**config.mk**
```make
export PLATFORM = sky130hd
export DESIGN_NAME = vending_machine_fsm_flat
export DESIGN_NICKNAME = d
export VERILOG_FILES = /design/src/rtl/vending_pkg.sv /design/src/rtl/vending_machine_fsm_if.sv /design/src/rtl/vending_machine_fsm.sv /design/src/flat_wrapper.sv
export SDC_FILE = /design/constraint.sdc
export NUM_CORES = 1
export LEC_CHECK = 0
export ABC_AREA = 0
export BUFFER_PORTS_ARGS = -buffer_cell sky130_fd_sc_hd__buf_2
export CAP_MARGIN = 30
export CELL_PAD_IN_SITES_DETAIL_PLACEMENT = 2
export CELL_PAD_IN_SITES_GLOBAL_PLACEMENT = 2
export CORE_AREA = 2 2 39 41
export DETAILED_ROUTE_END_ITERATION = 10
export DIE_AREA = 0 0 41 43
export PLACE_DENSITY_LB_ADDON = 0.12
export RECOVER_POWER = 25
export SETUP_SLACK_MARGIN = 0.05
export SYNTH_ARGS = -nofsm -noshare
export SYNTH_HDL_FRONTEND = slang
export SYNTH_SLANG_ARGS = --single-unit
```
**constraint.sdc**
```tcl
create_clock -name clk -period 3.55 [get_ports clk]
set_input_delay 0.8875 -clock clk [delete_from_list [all_inputs] [get_ports clk]]
set_output_delay 0.8875 -clock clk [all_outputs]
set_load 0.05 [all_outputs]
```
**src/rtl/vending_pkg.sv**
```systemverilog
// Shared types and constants for the single-product coin vending controller.
// Credit held between coins is encoded directly by the state value.
package vending_pkg;

  typedef enum logic [2:0] {
    S0 = 3'd0,
    S1 = 3'd1,
    S2 = 3'd2,
    S3 = 3'd3,
    S4 = 3'd4
  } state_t;

  localparam logic [3:0] PRICE     = 4'd5;
  localparam logic [3:0] COIN_ONE  = 4'd1;
  localparam logic [3:0] COIN_TWO  = 4'd2;
  localparam logic [3:0] COIN_FIVE = 4'd5;

endpackage

```
**src/rtl/vending_machine_fsm_if.sv**
```systemverilog
// Coin strobes from the validator front end and dispense/change outputs
// to the actuators.
interface vending_machine_fsm_if;

  logic       one;
  logic       two;
  logic       five;
  logic       d;
  logic [2:0] r;

  modport master (
    output one,
    output two,
    output five,
    input  d,
    input  r
  );

  modport slave (
    input  one,
    input  two,
    input  five,
    output d,
    output r
  );

endinterface

```
**src/rtl/vending_machine_fsm.sv**
```systemverilog
// Vending controller: sums simultaneous coin strobes onto the held credit and
// dispenses one item with all excess returned as change once the price is met.
module vending_machine_fsm
  import vending_pkg::*;
(
  input  logic                 clk,
  input  logic                 reset,
  vending_machine_fsm_if.slave bus
);

  state_t     state;
  state_t     state_next;
  logic       d_next;
  logic [2:0] r_next;
  logic [3:0] coin_value;
  logic [3:0] total;
  logic [3:0] change;

  // Coins arriving together are summed, never prioritised; max total is 4+8=12.
  always_comb begin
    state_next = state;
    d_next     = 1'b0;
    r_next     = 3'd0;
    coin_value = (bus.one  ? COIN_ONE  : 4'd0)
               + (bus.two  ? COIN_TWO  : 4'd0)
               + (bus.five ? COIN_FIVE : 4'd0);
    total      = {1'b0, state} + coin_value;
    change     = total - PRICE;

    if (state > S4) begin
      state_next = S0;
    end else if (total >= PRICE) begin
      state_next = S0;
      d_next     = 1'b1;
      r_next     = change[2:0];
    end else begin
      state_next = state_t'(total[2:0]);
    end
  end

  always_ff @(posedge clk) begin
    if (reset) begin
      state <= S0;
      bus.d <= 1'b0;
      bus.r <= 3'd0;
    end else begin
      state <= state_next;
      bus.d <= d_next;
      bus.r <= r_next;
    end
  end

endmodule

```
**src/flat_wrapper.sv**
```systemverilog
// flat-port wrapper written by rule: the top's interface ports become plain ports
module vending_machine_fsm_flat import vending_pkg::*;
  (clk, reset, bus_one, bus_two, bus_five, bus_d, bus_r);
  vending_machine_fsm_if bus_i ();
  input  logic clk;
  input  logic reset;
  input wire logic [$bits(bus_i.one)-1:0] bus_one;
  input wire logic [$bits(bus_i.two)-1:0] bus_two;
  input wire logic [$bits(bus_i.five)-1:0] bus_five;
  output wire logic [$bits(bus_i.d)-1:0] bus_d;
  output wire logic [$bits(bus_i.r)-1:0] bus_r;
  assign bus_i.one = bus_one;
  assign bus_i.two = bus_two;
  assign bus_i.five = bus_five;
  assign bus_d = bus_i.d;
  assign bus_r = bus_i.r;
  vending_machine_fsm u_core (.clk(clk), .reset(reset), .bus(bus_i));
endmodule
```
# Word-level counts from Yosys, hierarchy flattened

Cells that the tools add are included.

Bits of input ports: 5
Output and inout bits: 4
Register bits after elaboration: 7
Logic and storage cells: 17

Magnitude comparators: 2
Mux-type cells: 4
Bitwise operators: 1
Add/subtract/negate cells: 4
Reductions and logical operators: 3

Operators with widths:

| kind                  | number |
|---|---|
| $add A4 B4 Y4         | 2 |
| $reduce_or A3 Y1      | 2 |
| $add A3 B4 Y4         | 1 |
| $ge A4 B3 Y1 const B  | 1 |
| $gt A3 B3 Y1 const B  | 1 |
| $mux W3               | 1 |
| $sub A3 B3 Y3 const B | 1 |
| $mux W1               | 2 |
| $mux W2               | 1 |
| $reduce_or A2 Y1      | 1 |
| $not A1 Y1            | 1 |

# Logic depth before layout (Yosys ltp)

Gate-level depths: netlist (run 1).

Word-level depth: 7
Mapped depth: 7
Depth with buffers taken out: 7

# Worst setup path before layout (run 1)

OpenSTA, ideal clock, no wires.

Path type: input -> register
Start point: input port bus_five
End point: register u_core.state[0]
Stages on the path: 7
Path slack: 0.760 ns
Arrival time: 2.730 ns
Required time: 3.489 ns
Setup time: 0.061 ns
Buffers on the path: 0
Path through: fa_1 -> fa_1 -> inv_1 -> ha_1 -> nand2b_1 -> a221oi_2 -> and3_1

Longest elaborated chain between the ends: 5

Ends and longest elaborated chain:

| what                       | line                      | RTL |
|---|---|---|
| start: declaration         | flat_wrapper.sv:9         | `input wire logic [$bits(bus_i.five)-1:0] bus_five;` |
| $mux W3                    | vending_machine_fsm.sv:26 | `+ (bus.five ? COIN_FIVE : 4'd0);` |
| $add A4 B4 Y4              | vending_machine_fsm.sv:26 |  |
| $add A3 B4 Y4              | vending_machine_fsm.sv:27 | `total = {1'b0, state} + coin_value;` |
| via u_core.total[1]        | vending_machine_fsm.sv:16 | `logic [3:0] total;` |
| $ge A4 B3 Y1               | vending_machine_fsm.sv:32 | `end else if (total >= PRICE) begin` |
| $reduce_or A3 Y1 (no line) | -                         |  |
| end signal: assignment     | vending_machine_fsm.sv:47 | `state <= state_next;` |
| end: declaration           | vending_machine_fsm.sv:11 | `state_t state;` |

The timed path passes the listed nets, and every way through them passes these cells.
A chain may end at the register's enable or synchronous reset.

# Worst setup path after layout (run 1)

Ends and elaborated chain as after synthesis.

==> impl_metrics.py, run 1 <==
metrics = {
    "outcome": {
        "status": "completed",
    },
    "pwr": {
        "leakage_nw": 0.214,
        "peakVddDrop_mv": 0.248,
        "p_per_area_nw_per_um2": 1010,
    },
    "logic_synthesis": {
        "synthTopCellsByArea": "dfxtp_1 41%, ha_1 15%, fa_1 12%",
        "synth.most_common_cell": "dfxtp_1",
        "synth.avg_cell_area_sq_um": 11.4,
        "syn_inst": 30,
        "synth_warnings": 0,
        "synthFlopType": "dfxtp_1",
        "synth-seq-area-share": 0.410,
        "synth_seq_cells": 7,
        "synth_edf_count": 0,
        "synth_common_cells": "7 x dfxtp_1, 4 x ha_1, 3 x and3_1",
        "syn-num-nets": 41,
        "yosysTopAreaCell": "dfxtp_1",
        "synthArstFlopShare": 0,
        "synth_area_sq_um": 342,
        "synth_top_area_frac": 0.410,
        "ys_types": 14,
    },
    "clock_tree": {
        "cts_hold_buf": 0,
        "postCtsSetupRepairBufs": 0,
        "cts_root_buf": "clkbuf_4",
        "path_clk_slew_ns": 0.05,
        "cts-buffers-inserted": 3,
        "ctsResizeCount": 0,
        "cts_buffer_depth": 2,
        "clock-sinks": 7,
        "insertion_delay_ns": 0.24,
        "cts_max_level": 1,
        "cts_tree": "yes",
    },
    "sta": {
        "fin_crit_sh": 0.806,
        "fin_crit_ns": 2.86,
        "tns_ns": 0,
        "relSlewSlack": 0.606,
        "finalMaxSlewViolations": 0,
        "finClkSkew_ns": 0.00121,
        "rsz0062_at_grt": "false",
        "hold_viol": 0,
        "setup_ws_ns": 0.688,
        "worst_pin_slew_ns": 0.594,
        "setup_violations": 0,
        "fmax_mhz": 349,
    },
    "setup_path": {
        "critical_path_required_ns": 3.73,
        "cp-start-kind": "primary input",
        "worstSetupEndpointType": "flip-flop",
        "crit_type": "in2reg",
        "arrival_ns": 3.04,
        "cp_max_fo": 7,
    },
    "floorplan": {
        "die_x_microns": 41,
        "dieArea_sq_um": 1760,
        "ios": 9,
        "die_h_microns": 43,
        "coreArea_sq_um": 1380,
        "start_util": 0.247,
        "std_cell_rows": 14,
    },
    "routing": {
        "wl_microns": 738,
        "antenna_left": 0,
        "avgRoutedWirePerCell_microns": 12.7,
        "dr.pass1.iters": 1,
        "drt_iter0_markers": 0,
        "via_count": 256,
        "drc": 0,
        "vias_per_cell": 4.41,
    },
    "cells_and_area": {
        "diodes": 0,
        "postLayoutCoreUtil": 0.307,
        "finalNetCount": 54,
        "syn2layout_area_growth_pct": 24.5,
        "drive_gt1_frac": 0.238,
    },
    "global_route": {
        "grt_use_total": 0.104,
        "grt_pass1_wl_mm": 1.19,
        "grt_pass1_vias": 301,
        "grt_overflow": 0,
        "grt_antenna_before_repair": 0,
        "grt_max_degree": 8,
    },
    "min_path": {
        "hold_class": "reg2reg",
    },
    "flow_run": {
        "drv_cap": 0,
    },
    "place": {
        "place.gp.congestion": 0.668,
        "dp_hpwl_microns": 618,
        "pre_cts_slack_ns": 0.410,
        "io_buffers": 8,
    },
}
per-stage QoR:
| stage | total power [mW] | cells | hold WS, ns | area (sq um) |
|---|---|---|---|---|
| 2_1_floorplan | 0.309 | 30 | 0.573 | 342 |
| 4_1_cts | 0.443 | 58 | 0.711 | 428 |
| 3_3_place_gp | 0.361 | 54 | 0.653 | 402 |
| 5_1_grt | 0.472 | 58 | 0.780 | 425 |
| 6_report | 0.430 | 58 | 0.690 | 425 |
| 3_5_place_dp | 0.369 | 54 | 0.665 | 402 |
final timing paths:
| kind | slack [ns] | startpoint | depth (start not counted) | end |
|---|---|---|---|---|
| max | 0.69 | bus_five | 8 | u_core.state[0] |
| min | 0.69 | u_core.state[2] | 3 | u_core.bus.d |
| max reg2reg | 1.19 | u_core.state[0] | 7 | u_core.state[0] |
| min reg2reg | 0.69 | u_core.state[2] | 3 | u_core.bus.d |
placed cells by master, fill, tap and decap left out, drive strengths merged:
cell type / n
dfxtp: 7
buf: 6
clkbuf: 6
ha: 4
and3: 3
inv: 2
xor2: 2
nand2b: 2
nor3: 2
fa: 2
a21o: 1
a221oi: 1
o21ai: 1
nor3b: 1
nor2b: 1
nor2: 1
per-layer routing:
metal / vias to the layer above / GRT usage / wire length [microns]
met4: 0 / 0.0600 / 0
met2: 7 / 0.194 / 408
met3: 0 / 0.0262 / 53
met5: - / 0 / 0
li1: 126 / - / -
met1: 123 / 0.0894 / 276
power breakdown:
part	switching, mW	internal (mW)
Sequential	0.0153	0.109
Clock	0.0263	0.0427
Combinational	0.150	0.0867
flip-flops by register name (all words and copies together), names as in the netlist:
name,count
u_core.bus.r,3
u_core.state,3
u_core.bus.d,1
cell type report:
cell class	instances	area, sq um
repair buffers	8	37.5
well taps	16	20.0
clock buffers	4	26.3
fillers	160	958
multi-input cells	21	194
flip-flops and latches	7	140
inverters	2	7.51
logic make-up (layout without fill, tap and decap cells):
family / Yosys count / count (layout) / synth area share
AO/OA/AOI/OAI: 3 / 3 / 0.0806
flip-flops: 7 / 7 / 0.410
buffers and inverters: 2 / 14 / 0.0220
AND/OR/NAND/NOR: 10 / 10 / 0.172
XOR/XNOR: 2 / 2 / 0.0513
adder cells (fa/ha/maj): 6 / 6 / 0.264
worst max-delay path: stages:
cell and delay, ns:
buf_2 0.12, fa_1 0.46, fa_1 0.52, inv_1 0.06
ha_1 0.17, nand2b_1 0.15, a221oi_2 0.43, and3_1 0.23
(Power assumes the default switching activity.)
==> run 2, diff against run 1 <==
Settings changed: ABC_AREA 0 to 1, CORE_AREA 2 2 39 41 to default, CORE_UTILIZATION from default to 26, DIE_AREA 0 0 41 43 to default.
Clock period 3.55 ns to 2.9 ns, I/O delays scaled along.
==> run 2 against run 1 <==
Global-route usage is 1.5 points higher. Synthesized cell count grew 60%. Register-to-register slack worse by 0.28 ns. Largest power group unchanged. Final area increased by 8.2%. Die area decreased by 8.7%.
==> impl_metrics.py, run 2 <==
metrics = {
    "sta": {
        "fmax_mhz": 431,
        "worst_pin_slew_ns": 0.604,
        "setup_ws_ns": 0.582,
        "relSlewSlack": 0.599,
        "fin_crit_sh": 0.799,
        "hold_viol": 0,
        "finClkSkew_ns": 0.00366,
        "tns_ns": 0,
        "setup_violations": 0,
        "finalMaxSlewViolations": 0,
        "rsz0062_at_grt": "false",
        "fin_crit_ns": 2.32,
    },
    "setup_path": {
        "critPathMaxStageDelay_ns": 0.50,
        "reg2reg_slack_ns": 0.91,
        "arrival_ns": 2.51,
        "r2r_end": "u_core.bus.r[2]",
        "endpoint": "u_core.bus.r[2]",
        "cpLargestDelayFamily": "adder cells",
        "path_depth": 10,
        "worstSetupEndpointType": "flip-flop",
        "crit_start": "bus_five",
        "cp_max_fo": 4,
        "crit_chain": "buf_2, fa_1, fa_1, inv_1, ha_1, nand2_1, nand3_2, nand2_1, nand2_2, nor2_1",
        "slowest_stage": "fa_1",
        "rr_startpoint": "u_core.state[0]",
        "critical_path_required_ns": 3.09,
        "crit_type": "in2reg",
        "path_buf_inv": 2,
        "ff2ff_path_depth": 9,
        "cp-start-kind": "primary input",
    },
    "flow_run": {
        "drv_cap": 0,
    },
    "place": {
        "pre_cts_slack_ns": 0.281,
        "io_buffers": 8,
        "dp_hpwl_microns": 734,
        "place.gp.congestion": 0.679,
    },
    "clock_tree": {
        "path_clk_slew_ns": 0.05,
        "cts_buffer_depth": 2,
        "clock-sinks": 7,
        "cts_max_level": 1,
        "ctsResizeCount": 0,
        "insertion_delay_ns": 0.25,
        "cts_tree": "yes",
        "cts_hold_buf": 0,
        "cts_root_buf": "clkbuf_4",
        "cts-buffers-inserted": 3,
        "postCtsSetupRepairBufs": 0,
    },
    "floorplan": {
        "std_cell_rows": 13,
        "start_util": 0.283,
        "ios": 9,
        "die_x_microns": 40.1,
        "die_h_microns": 40.1,
        "coreArea_sq_um": 1330,
        "dieArea_sq_um": 1610,
    },
    "cells_and_area": {
        "final_common_cell": "nor2_1",
        "diodes": 0,
        "finalNetCount": 72,
        "top_regs": "u_core.bus.r x3, u_core.state x3, u_core.bus.d x1",
        "syn2layout_area_growth_pct": 21.9,
        "drive_gt1_frac": 0.200,
        "final_cell_mix": "11 x nor2_1, 10 x inv_1, 9 x nand2_1",
    },
    "routing": {
        "avgRoutedWirePerCell_microns": 10.8,
        "dr.pass1.iters": 2,
        "wl_microns": 813,
        "antenna_left": 0,
        "via_count": 330,
        "drc": 0,
        "vias_per_cell": 4.40,
        "drt_iter0_markers": 4,
    },
    "global_route": {
        "grt_antenna_before_repair": 0,
        "grt_use_total": 0.119,
        "grt_overflow": 0,
        "grt_max_degree": 5,
        "grt_pass1_wl_mm": 1.25,
        "grt_pass1_vias": 327,
    },
    "pwr": {
        "p_per_area_nw_per_um2": 1320,
        "leakage_nw": 0.253,
        "peakVddDrop_mv": 0.370,
    },
    "logic_synthesis": {
        "synth_edf_count": 0,
        "synthArstFlopShare": 0,
        "synth_warnings": 0,
        "ys_types": 10,
        "syn_inst": 48,
        "synthTopCellsByArea": "dfxtp_1 37%, ha_1 13%, nor2_1 11%",
        "synth.most_common_cell": "nor2_1",
        "synthFlopType": "dfxtp_1",
        "syn-num-nets": 59,
        "synth-seq-area-share": 0.371,
        "synth_top_area_frac": 0.371,
        "synth.avg_cell_area_sq_um": 7.87,
        "synth_common_cells": "11 x nor2_1, 10 x inv_1, 9 x nand2_1",
        "synth_seq_cells": 7,
        "yosysTopAreaCell": "dfxtp_1",
        "synth_area_sq_um": 378,
    },
    "min_path": {
        "hold_class": "reg2reg",
    },
    "outcome": {
        "status": "completed",
    },
}
-- run 2: cells by family (layout without fill, tap and decap cells) --
family,Yosys count,count (layout),synth area share
simple gates,25,25,0.291
buf+inv,10,22,0.0993
flops,7,7,0.371
fa+ha+maj,6,6,0.238
-- run 2: layout make-up --
cell class / count / area [sq um]
fillers: 175 / 873
flip-flops and latches: 7 / 140
repair buffers: 8 / 37.5
clock buffers: 4 / 26.3
multi-input cells: 31 / 200
well taps: 15 / 18.8
inverters: 10 / 37.5
-- run 2: metal layers --
metal / vias to the layer above / share of wire / global-route usage
li1: 163 / - / -
met1: 158 / 0.43 / 0.131
met2: 9 / 0.51 / 0.210
met3: 0 / 0.054 / 0.0667
met4: 0 / 0 / 0
met5: - / 0 / 0
-- run 2: how the worst min path moves through the flow --
| stage | endpoint | startpoint | slack [ns] | cells after the start |
|---|---|---|---|---|
| floorplan | u_core.bus.r[0] | u_core.state[0] | 0.61 | 2 |
| finish | u_core.bus.r[0] | u_core.state[0] | 0.69 | 2 |
| global placement | u_core.bus.r[0] | u_core.state[0] | 0.70 | 2 |
| CTS | u_core.bus.r[0] | u_core.state[0] | 0.71 | 2 |
| global route | u_core.bus.r[0] | u_core.state[0] | 0.74 | 2 |
| detailed placement | u_core.bus.r[0] | u_core.state[0] | 0.69 | 2 |
-- run 2: where the power goes --
group	internal [mW]	switching, mW	leakage (nW)	total, mW
clock	0.0526	0.0365	0.0150	0.0890
sequential	0.138	0.0210	0.0576	0.159
combinational	0.113	0.246	0.181	0.358
total	0.303	0.303	0.253	0.607
-- run 2: worst reg2reg max path, cell delays in order, from the launching register on --
cell	delay, ns
dfxtp_1	0.32
fa_1	0.41
fa_1	0.50
inv_1	0.07
ha_1	0.21
nand2_1	0.09
nand3_2	0.08
nand2_1	0.09
nand2_2	0.07
nor2_1	0.09
-- run 2: metrics by stage --
step | total power [mW] | util | hold WS [ns] | area, sq um | instances
after global placement | 0.505 | 0.327 | 0.705 | 437 | 71
after floorplan | 0.435 | - | 0.612 | 378 | 48
after CTS | 0.625 | 0.347 | 0.706 | 463 | 75
after detailed placement | 0.533 | 0.327 | 0.688 | 437 | 71
after global routing | 0.672 | 0.345 | 0.744 | 460 | 75
final | 0.607 | 0.345 | 0.685 | 460 | 75
